--- src/rtl/fetch_pkg.sv ---
// -----------------------------------------------------------------------------
// fetch_pkg
// Shared definitions for the instruction-fetch stage and its neighbours
// (immediate generator, decoder):
//   - XLEN and the fetch FSM state enum
//   - canonical NOP encoding and RV32I major opcodes
//   - fetch buffer entry layout {inst, pc}
//   - word_align(): clears the byte-offset bits of an address
// -----------------------------------------------------------------------------
package fetch_pkg;

  localparam int XLEN = 32;

  typedef enum logic [1:0] {
    IDLE = 2'd0,
    WAIT = 2'd1,
    DROP = 2'd2
  } fetch_state_e;

  // addi x0, x0, 0
  localparam logic [XLEN-1:0] NOP = 32'h0000_0013;

  // RV32I major opcodes shared with the immediate generator and decoder.
  localparam logic [6:0] OPC_LOAD   = 7'b0000011;
  localparam logic [6:0] OPC_OP_IMM = 7'b0010011;
  localparam logic [6:0] OPC_BRANCH = 7'b1100011;
  localparam logic [6:0] OPC_LUI    = 7'b0110111;

  // One fetch buffer entry: 64 bits, instruction in the upper half.
  typedef struct packed {
    logic [XLEN-1:0] inst;
    logic [XLEN-1:0] pc;
  } fetch_entry_t;

  // Instructions are word aligned; the low two address bits carry no meaning.
  function automatic logic [XLEN-1:0] word_align(input logic [XLEN-1:0] addr);
    return addr & ~32'h0000_0003;
  endfunction

endpackage

--- src/rtl/inst_fetch_unit_fifo.sv ---
// -----------------------------------------------------------------------------
// fetch_fifo
// Small circular fetch buffer holding {inst, pc} entries for decode.
// Ports:
//   clk, rst_n           clock, asynchronous active-low reset
//   push, push_data      write one entry at the tail
//   pop                  retire the head (caller guarantees head_valid)
//   flush                drop all entries; wins over a same-cycle push
//   count                number of stored entries (0..DEPTH)
//   head_valid, head_data  registered head entry, all-zero when empty
// DEPTH must be a power of two (2 or 4) so the pointers wrap naturally.
// -----------------------------------------------------------------------------
module fetch_fifo
  import fetch_pkg::*;
#(
  parameter int DEPTH = 2
) (
  input  logic                     clk,
  input  logic                     rst_n,
  input  logic                     push,
  input  fetch_entry_t             push_data,
  input  logic                     pop,
  input  logic                     flush,
  output logic [$clog2(DEPTH):0]   count,
  output logic                     head_valid,
  output fetch_entry_t             head_data
);

  localparam int PW = $clog2(DEPTH);
  localparam int CW = PW + 1;

  fetch_entry_t    mem_q [DEPTH];
  logic [PW-1:0]   wr_ptr_q, wr_ptr_d;
  logic [PW-1:0]   rd_ptr_q, rd_ptr_d;
  logic [CW-1:0]   count_q, count_d;

  // NOTE: every signal assigned in an always_comb gets a default first, so no
  // path through the block can leave it unassigned and infer a latch.
  always_comb begin
    wr_ptr_d = wr_ptr_q;
    rd_ptr_d = rd_ptr_q;
    count_d  = count_q;
    if (flush) begin
      wr_ptr_d = '0;
      rd_ptr_d = '0;
      count_d  = '0;
    end else begin
      if (push) wr_ptr_d = wr_ptr_q + PW'(1);
      if (pop)  rd_ptr_d = rd_ptr_q + PW'(1);
      count_d = count_q + CW'(push) - CW'(pop);
    end
  end

  // NOTE: sequential state uses non-blocking assignments so every flop samples
  // pre-edge values regardless of the order the always blocks are evaluated.
  always_ff @(posedge clk or negedge rst_n) begin
    if (!rst_n) begin
      wr_ptr_q <= '0;
      rd_ptr_q <= '0;
      count_q  <= '0;
    end else begin
      wr_ptr_q <= wr_ptr_d;
      rd_ptr_q <= rd_ptr_d;
      count_q  <= count_d;
    end
  end

  // NOTE: the storage array is deliberately not reset; stale contents are never
  // visible because the head is qualified by count_q, which is reset.
  always_ff @(posedge clk) begin
    if (push && !flush) mem_q[wr_ptr_q] <= push_data;
  end

  assign count      = count_q;
  assign head_valid = (count_q != '0);
  assign head_data  = head_valid ? mem_q[rd_ptr_q] : '0;

endmodule

--- src/rtl/inst_fetch_unit.sv ---
// -----------------------------------------------------------------------------
// inst_fetch_unit
// Fetch stage feeding the immediate generator / decoder. Keeps the PC, issues
// one outstanding word request at a time and buffers returned words.
// Ports:
//   clk, rst_n                    clock, asynchronous active-low reset
//   imem_req/imem_addr            request and word address (= pc)
//   imem_gnt                      request accepted this cycle
//   imem_rvalid/imem_rdata        returned instruction word
//   redirect_valid/redirect_pc    one-cycle restart pulse and target
//   id_valid/id_ready             handshake towards decode
//   id_inst/id_pc                 head instruction and its PC (zero when idle)
// -----------------------------------------------------------------------------
module inst_fetch_unit
  import fetch_pkg::*;
#(
  parameter logic [31:0] RESET_PC   = 32'h0000_0000,
  parameter int          FIFO_DEPTH = 2
) (
  input  logic        clk,
  input  logic        rst_n,
  output logic        imem_req,
  output logic [31:0] imem_addr,
  input  logic        imem_gnt,
  input  logic        imem_rvalid,
  input  logic [31:0] imem_rdata,
  input  logic        redirect_valid,
  input  logic [31:0] redirect_pc,
  output logic        id_valid,
  input  logic        id_ready,
  output logic [31:0] id_inst,
  output logic [31:0] id_pc
);

  localparam int CW = $clog2(FIFO_DEPTH) + 1;
  localparam logic [CW-1:0] DEPTH_CNT = CW'(FIFO_DEPTH);

  localparam logic [1:0] S_IDLE = 2'(IDLE);
  localparam logic [1:0] S_WAIT = 2'(WAIT);
  localparam logic [1:0] S_DROP = 2'(DROP);

  logic [1:0]      state_q, state_d;
  logic [XLEN-1:0] pc_q, pc_d;
  logic [XLEN-1:0] req_pc_q, req_pc_d;
  // Holds the request low for the first cycle after reset release so that
  // imem_req is 0 throughout reset, not just after it.
  logic            started_q, started_d;

  logic            fifo_push;
  logic            fifo_pop;
  logic [CW-1:0]   fifo_count;
  fetch_entry_t    fifo_in;
  fetch_entry_t    fifo_head;

  // A redirect suppresses issue: the address would belong to the stale stream.
  assign imem_req  = started_q && (state_q == S_IDLE) &&
                     (fifo_count < DEPTH_CNT) && !redirect_valid;
  assign imem_addr = pc_q;

  assign fifo_in  = '{inst: imem_rdata, pc: req_pc_q};
  assign fifo_pop = id_valid && id_ready;

  always_comb begin
    state_d   = state_q;
    pc_d      = pc_q;
    req_pc_d  = req_pc_q;
    started_d = 1'b1;
    fifo_push = 1'b0;

    case (state_q)
      S_IDLE: begin
        // A response seen here is a stray from before reset and is ignored.
        if (imem_req && imem_gnt) begin
          req_pc_d = pc_q;
          pc_d     = pc_q + 32'd4;
          state_d  = S_WAIT;
        end
      end
      S_WAIT: begin
        if (imem_rvalid) begin
          fifo_push = !redirect_valid;
          state_d   = S_IDLE;
        end else if (redirect_valid) begin
          // The response is still owed; swallow it before issuing again.
          state_d = S_DROP;
        end
      end
      S_DROP: begin
        if (imem_rvalid) state_d = S_IDLE;
      end
      default: state_d = S_IDLE;
    endcase

    if (redirect_valid) pc_d = word_align(redirect_pc);
  end

  always_ff @(posedge clk or negedge rst_n) begin
    if (!rst_n) begin
      state_q   <= S_IDLE;
      pc_q      <= word_align(RESET_PC);
      req_pc_q  <= '0;
      started_q <= 1'b0;
    end else begin
      state_q   <= state_d;
      pc_q      <= pc_d;
      req_pc_q  <= req_pc_d;
      started_q <= started_d;
    end
  end

  // Redirect flushes the buffer at the same edge that honours a pending pop.
  fetch_fifo #(
    .DEPTH (FIFO_DEPTH)
  ) u_fifo (
    .clk        (clk),
    .rst_n      (rst_n),
    .push       (fifo_push),
    .push_data  (fifo_in),
    .pop        (fifo_pop),
    .flush      (redirect_valid),
    .count      (fifo_count),
    .head_valid (id_valid),
    .head_data  (fifo_head)
  );

  assign id_inst = fifo_head.inst;
  assign id_pc   = fifo_head.pc;

endmodule

--- config.mk ---
export PLATFORM = sky130hd
export DESIGN_NAME = inst_fetch_unit
export DESIGN_NICKNAME = d
export VERILOG_FILES = /design/src/rtl/fetch_pkg.sv /design/src/rtl/inst_fetch_unit_fifo.sv /design/src/rtl/inst_fetch_unit.sv
export SDC_FILE = /design/constraint.sdc
export NUM_CORES = 1
export LEC_CHECK = 0
export BUFFER_PORTS_ARGS = -buffer_cell sky130_fd_sc_hd__buf_2
export CORE_ASPECT_RATIO = 1.5
export CORE_UTILIZATION = 45
export CTS_CLUSTER_DIAMETER = 100
export DETAILED_ROUTE_END_ITERATION = 10
export HOLD_SLACK_MARGIN = 0.06
export PLACE_DENSITY = 0.71
export SLEW_MARGIN = 20
export SYNTH_ARGS = -nofsm -noshare
export SYNTH_HDL_FRONTEND = slang
export SYNTH_SLANG_ARGS = --single-unit
export TNS_END_PERCENT = 1
--- constraint.sdc ---
create_clock -name clk -period 9.4 [get_ports clk]
set_input_delay 1.41 -clock clk [delete_from_list [all_inputs] [get_ports clk]]
set_output_delay 1.41 -clock clk [all_outputs]
set_load 0.05 [all_outputs]
Yosys cells after proc, flatten, opt, wreduce, memory -nomap -nowiden
Memories as Yosys holds them, arrays and structs flattened.
Cells that the tools add are included.
Word-level totals
  register bits after elaboration: 71
  RAM bits: 128
  input port bits: 70
  output and inout bits: 98
  logic and storage cells: 53
  memories: 1
Memory list
  u_fifo.mem_q: words 2, bits a word 64, read ports 1, clocked after memory_dff 0, write ports 1, RTL line inst_fetch_unit_fifo.sv:32  | fetch_entry_t mem_q [DEPTH];
Operators by class
  add/subtract/negate cells: 5
  order comparisons: 1
  equal/unequal tests: 5
  multiplexer cells: 18
  reduce and logical (&&, ||, !) cells: 16
Operators with widths (number)
  32-bit two-way mux: 3
  64-bit two-way mux: 1
  32-bit by 3-bit adder with 32-bit output, second input constant: 1
  2-bit two-way mux: 5
  2-bit nonzero test: 5
  1-bit two-way mux: 8
  1-bit logical AND: 6
  2-bit case mux with 3 select lines: 1
  2-bit AND reduction: 2
  3-bit inequality test, second input constant: 1
  3-bit AND reduction: 1
  1-bit adder, second input constant: 2
  2-bit by 1-bit adder with 2-bit output: 1
  2-bit by 1-bit equality test with 1-bit output, second input constant: 1
  2-bit equality test, second input constant: 1
  2-bit logical NOT: 1
  2-bit less-than comparator, second input constant: 1
  2-bit by 1-bit inequality test with 1-bit output, second input constant: 1
  2-bit inequality test, second input constant: 1
  2-bit by 1-bit subtractor with 2-bit output: 1
  1-bit logical NOT: 1

Logic depth before layout (Yosys ltp)
  word-level depth: 8
  gate-level depth with buffers: 8
  mapped depth without buffers: 8

By module
A second synthesis with hierarchy kept.
Unflattened totals
  cells, all modules: 637
  area total of the unflattened synthesis: 8159.1 um2
Modules (own cells, without submodules)
  fetch_fifo: times used 1, cells an instance 289, area each 5066.1 um2, sequential area each 3943.8 um2
  inst_fetch_unit: times used 1, cells an instance 348, area each 3093.0 um2, sequential area each 1576.5 um2

Worst setup path before layout
OpenSTA, ideal clock, no wires.
  path kind: input to register
  start point: in redirect_valid
  end point: mem u_fifo.mem_q[0][10] (netlist bit), enable pin
  library setup time: 490 ps
  arrival time: 4816 ps
  required time: 8910 ps
  setup slack: 4094 ps
  stages on the path: 3
  buffers on the path: 1
  cell sequence: clkbuf_1 nor4b_1 nor2b_1
Between the ends
  longest elaborated chain between the ends: 6
RTL lines
  from (decl): RTL line inst_fetch_unit.sv:27  | input logic redirect_valid,
  1-bit logical NOT (*): RTL line inst_fetch_unit_fifo.sv:71, inst_fetch_unit.sv:81
  1-bit two-way mux: RTL line inst_fetch_unit.sv:80  | if (imem_rvalid) begin
  1-bit two-way mux: RTL line inst_fetch_unit.sv:70  | case (state_q)
  1-bit logical AND (*): RTL line inst_fetch_unit_fifo.sv:71  | if (push && !flush) mem_q[wr_ptr_q] <= push_data;
  1-bit two-way mux (*): RTL line inst_fetch_unit_fifo.sv:71
  1-bit two-way mux (implied by the code) (*): RTL line inst_fetch_unit_fifo.sv:71
  to (decl): RTL line inst_fetch_unit_fifo.sv:32
Mark *: on every way between the ends. The rest lies on a longest branch, timed or not.

Final worst setup path
  start point: in redirect_valid
  end point: out imem_req
Between the ends
  longest elaborated chain between the ends: 2
RTL lines
  1-bit logical NOT: RTL line inst_fetch_unit.sv:57  | (fifo_count < DEPTH_CNT) && !redirect_valid;
  1-bit logical AND: RTL line inst_fetch_unit.sv:57
  to (decl): RTL line inst_fetch_unit.sv:22  | output logic imem_req,
No other way between the ends.

==> results.yml <==
synth:
  yosysSeqAreaShare_pct: 67.4
  synth_seq_cells: 191
  yosysWarnings: 0
  syn_inst: 638
  ys_async_sr_fraction_pct: 35.1
  postSynthAreaPerCell_sq_um: 12.6
  synth_ff_type: "edfxtp_1"
  synth_edf_count: 124
  ys_types: 51
  synthesis.area_sq_mm: 0.00802
layout:
  diodes: 0
  syn_to_final_growth_pct: 19.7
  finalCoreUtilization_pct: 55.1
  fin_nets: 865
  drive_above_1_share_pct: 26.8
  fillers: 1499
pwr:
  pwr-share-seq_pct: 41.4
  ir_drop_mv: 0.126
  p_per_area_mw_per_mm2: 286
  p_switching_w: 0.00110
  p_sw_share_pct: 40.3
  p_int_w: 0.00164
  power_frac_clock_pct: 25.8
  p_comb_share_pct: 32.9
  p_leak_nw: 3.98
cts:
  cts_buffers: 17
  cts-resized-gates: 0
  h-tree-depth: 4
  cts_tree: "built"
  path_clk_slew_ps: 80
  cts_sinks: 191
  cts-root-buf: "clkbuf_16"
  cts_max_path_buffers: 2
  clock_latency_ps: 420
  ctsHoldBuffers: 0
  post_cts_buffers: 0
worst_setup_path:
  rrSetupSlack_ps: 6950
  worstSetupPathType: "in -> out"
  cp_cell_sequence: "buf_2 -> buf_4 -> nor3_1 -> and3b_1 -> buf_2"
  timing.rr.end: "imem_addr[6]"
  worstSetupEndpointType: "output port"
  max_stage_delay_ps: 380
  ff2ff_path_depth: 6
  slowest_stage: "nor3_1"
  critPathLaunchType: "input port"
  crit_path_max_fanout: 50
  cp.arrival_ps: 2650
  crit_path_frequent_cell: "buf_2"
  r2r_start: "state_q[0]"
  cp.required_ps: 7990
global_route:
  grt_max_degree: 68
  antenna_found_initial: 0
  grt_pass1_wl_um: 26700
  globalRouteOverflowTotal: 0
  grt_pass1_vias: 5154
  gr-usage-all-layers_pct: 19.0
placed_design:
  place_worst_setup_slack_ps: 5340
  port_buffers: 161
  globalplace.congestion: 0.849
  hpwl_um: 10600
sta:
  holdWs_ps: 467
  finalMaxSlewViolations: 0
  finalWorstSetupSlack_ps: 5340
  finalSetupViolations: 0
  post-route-period-util_pct: 43.2
  tns_ps: 0
  final-hold-violation-count: 0
  maxSlewHeadroom_pct: 32.1
  fmax_mhz: 246
  fin_skew_ps: 12.5
  rsz0062_at_grt: "false"
  worstMarginPinSlew_ps: 1010
  min_period_ps: 4060
floorplanning:
  die-area_sq_mm: 0.0184
  core_area_sq_mm: 0.0174
  top_level_ports: 168
  start_util_pct: 46.0
  num_rows: 59
  dieWidth_um: 111
  die_h_um: 165
route:
  detail_route.wl_per_cell_um: 16.5
  vias: 5346
  wl_um: 16800
  vias_per_cell: 5.25
  drt_iter0_drc: 332
  final_antenna_net_count: 0
  firstDrtPassIters: 8
  drc: 18
hold_path:
  hold_start: "req_pc_q[12]"
  hold_depth: 0
  worst_hold_path_type: "reg -> reg"
  hold_end: "u_fifo.mem_q[1][12]"
status:
  violations: "design-rule violations"
  outcome: "finished, violations left"
run:
  cap_violations: 0
==> registers in the layout, summed over array words and instances (netlist names) <==
register	count
imem_addr	30
u_fifo.count	2
u_fifo.wr_ptr_q	1
state_q	2
u_fifo.rd_ptr_q	1
started_q	1
req_pc_q	30
u_fifo.mem_q	124
==> cells by family after synthesis <==
group,share of synthesized area (%)
AND/OR/NAND/NOR,15.3
flip-flops,67.4
AO/OA/AOI/OAI,5.65
multiplexers,7.87
buffers and inverters,2.57
XOR/XNOR,0.656
adder cells (fa/ha/maj),0.468
other,0.0937
==> power groups by stage <==
stage	clock, W	combinational (W)	sequential, W
floorplan	0	0.000668	0.00115
global placement	0	0.000864	0.00117
detailed placement	0	0.000874	0.00118
CTS	0.000725	0.000877	0.00116
global route	0.000759	0.000965	0.00115
finish	0.000707	0.000901	0.00113
==> how the worst max path moves through the flow <==
stage	start	end	cells after the start	slack (ps)
after floorplan	redirect_valid	u_fifo.mem_q[0][10]	3	4090
after CTS	redirect_valid	imem_req	5	5340
after detailed placement	redirect_valid	imem_req	5	5340
after global routing	redirect_valid	imem_req	5	5280
after global placement	redirect_valid	imem_req	5	5370
final	redirect_valid	imem_req	5	5340
==> routing by layer <==
metal,share of wire (%),track usage [%]
met2,52,33.4
met5,0,0
met3,4.4,3.87
met1,41,22.7
met4,2.4,7.91
==> Yosys cell counts, types with 5 or more instances <==
| cell | instances | area (sq um) |
|---|---|---|
| o311ai_0 | 9 | 78.8 |
| clkbuf_1 | 15 | 56.3 |
| buf_1 | 5 | 18.8 |
| o21ai_0 | 21 | 105 |
| buf_4 | 7 | 52.6 |
| nand2_1 | 112 | 420 |
| edfxtp_1 | 124 | 3720 |
| a221o_1 | 8 | 80.1 |
| nand3_1 | 14 | 70.1 |
| a21oi_1 | 9 | 45.0 |
| mux2i_1 | 63 | 631 |
| inv_1 | 6 | 22.5 |
| nand4_1 | 14 | 87.6 |
| o211ai_1 | 5 | 37.5 |
| buf_2 | 9 | 45.0 |
| dfrtp_1 | 67 | 1680 |
| nor2b_1 | 9 | 56.3 |
| nor2_1 | 79 | 297 |
| nor3_1 | 6 | 30.0 |
==> metrics by stage <==
step / std cells / cell area (sq um) / power [W]
after global routing: 1018 / 9600 / 0.00288
after floorplan: 641 / 8030 / 0.00182
after detailed placement: 985 / 8990 / 0.00206
after CTS: 1017 / 9570 / 0.00277
final: 1018 / 9600 / 0.00274
after global placement: 985 / 8990 / 0.00204
==> worst max-delay path: cells and delay by family <==
family / cells / cell delay [ps]
buffers and inverters: 3 / 630
and+or+nand+nor: 2 / 600
==> area by class of cell <==
type | count | area, sq um | share of cell area [%]
Timing Repair Buffer | 169 | 886 | 9.23
Tap cell | 213 | 267 | 2.78
Clock buffer | 18 | 429 | 4.47
Multi-Input combinational cell | 407 | 2440 | 25.4
Sequential cell | 191 | 5400 | 56.3
Inverter | 6 | 22.5 | 0.235
Clock inverter | 14 | 149 | 1.55
==> cells in the final DEF, fill, tap and decap left out, types with 5 or more instances in the layout <==
cell type	netlist	final
buf_2	9	161
edfxtp_1	124	124
nand2_1	112	112
nor2_1	79	78
dfrtp_1	67	66
mux2i_1	63	63
o21ai_0	21	21
clkbuf_16	0	17
nand4_1	14	14
nand3_1	14	14
o311ai_0	9	9
a21oi_1	9	9
nor2b_1	9	8
a221o_1	8	8
buf_4	7	7
inv_1	6	6
nor3_1	6	6
o211ai_1	5	5
conb_1	2	5
inv_6	0	5
Note: power is estimated with default switching activity, not from simulation.
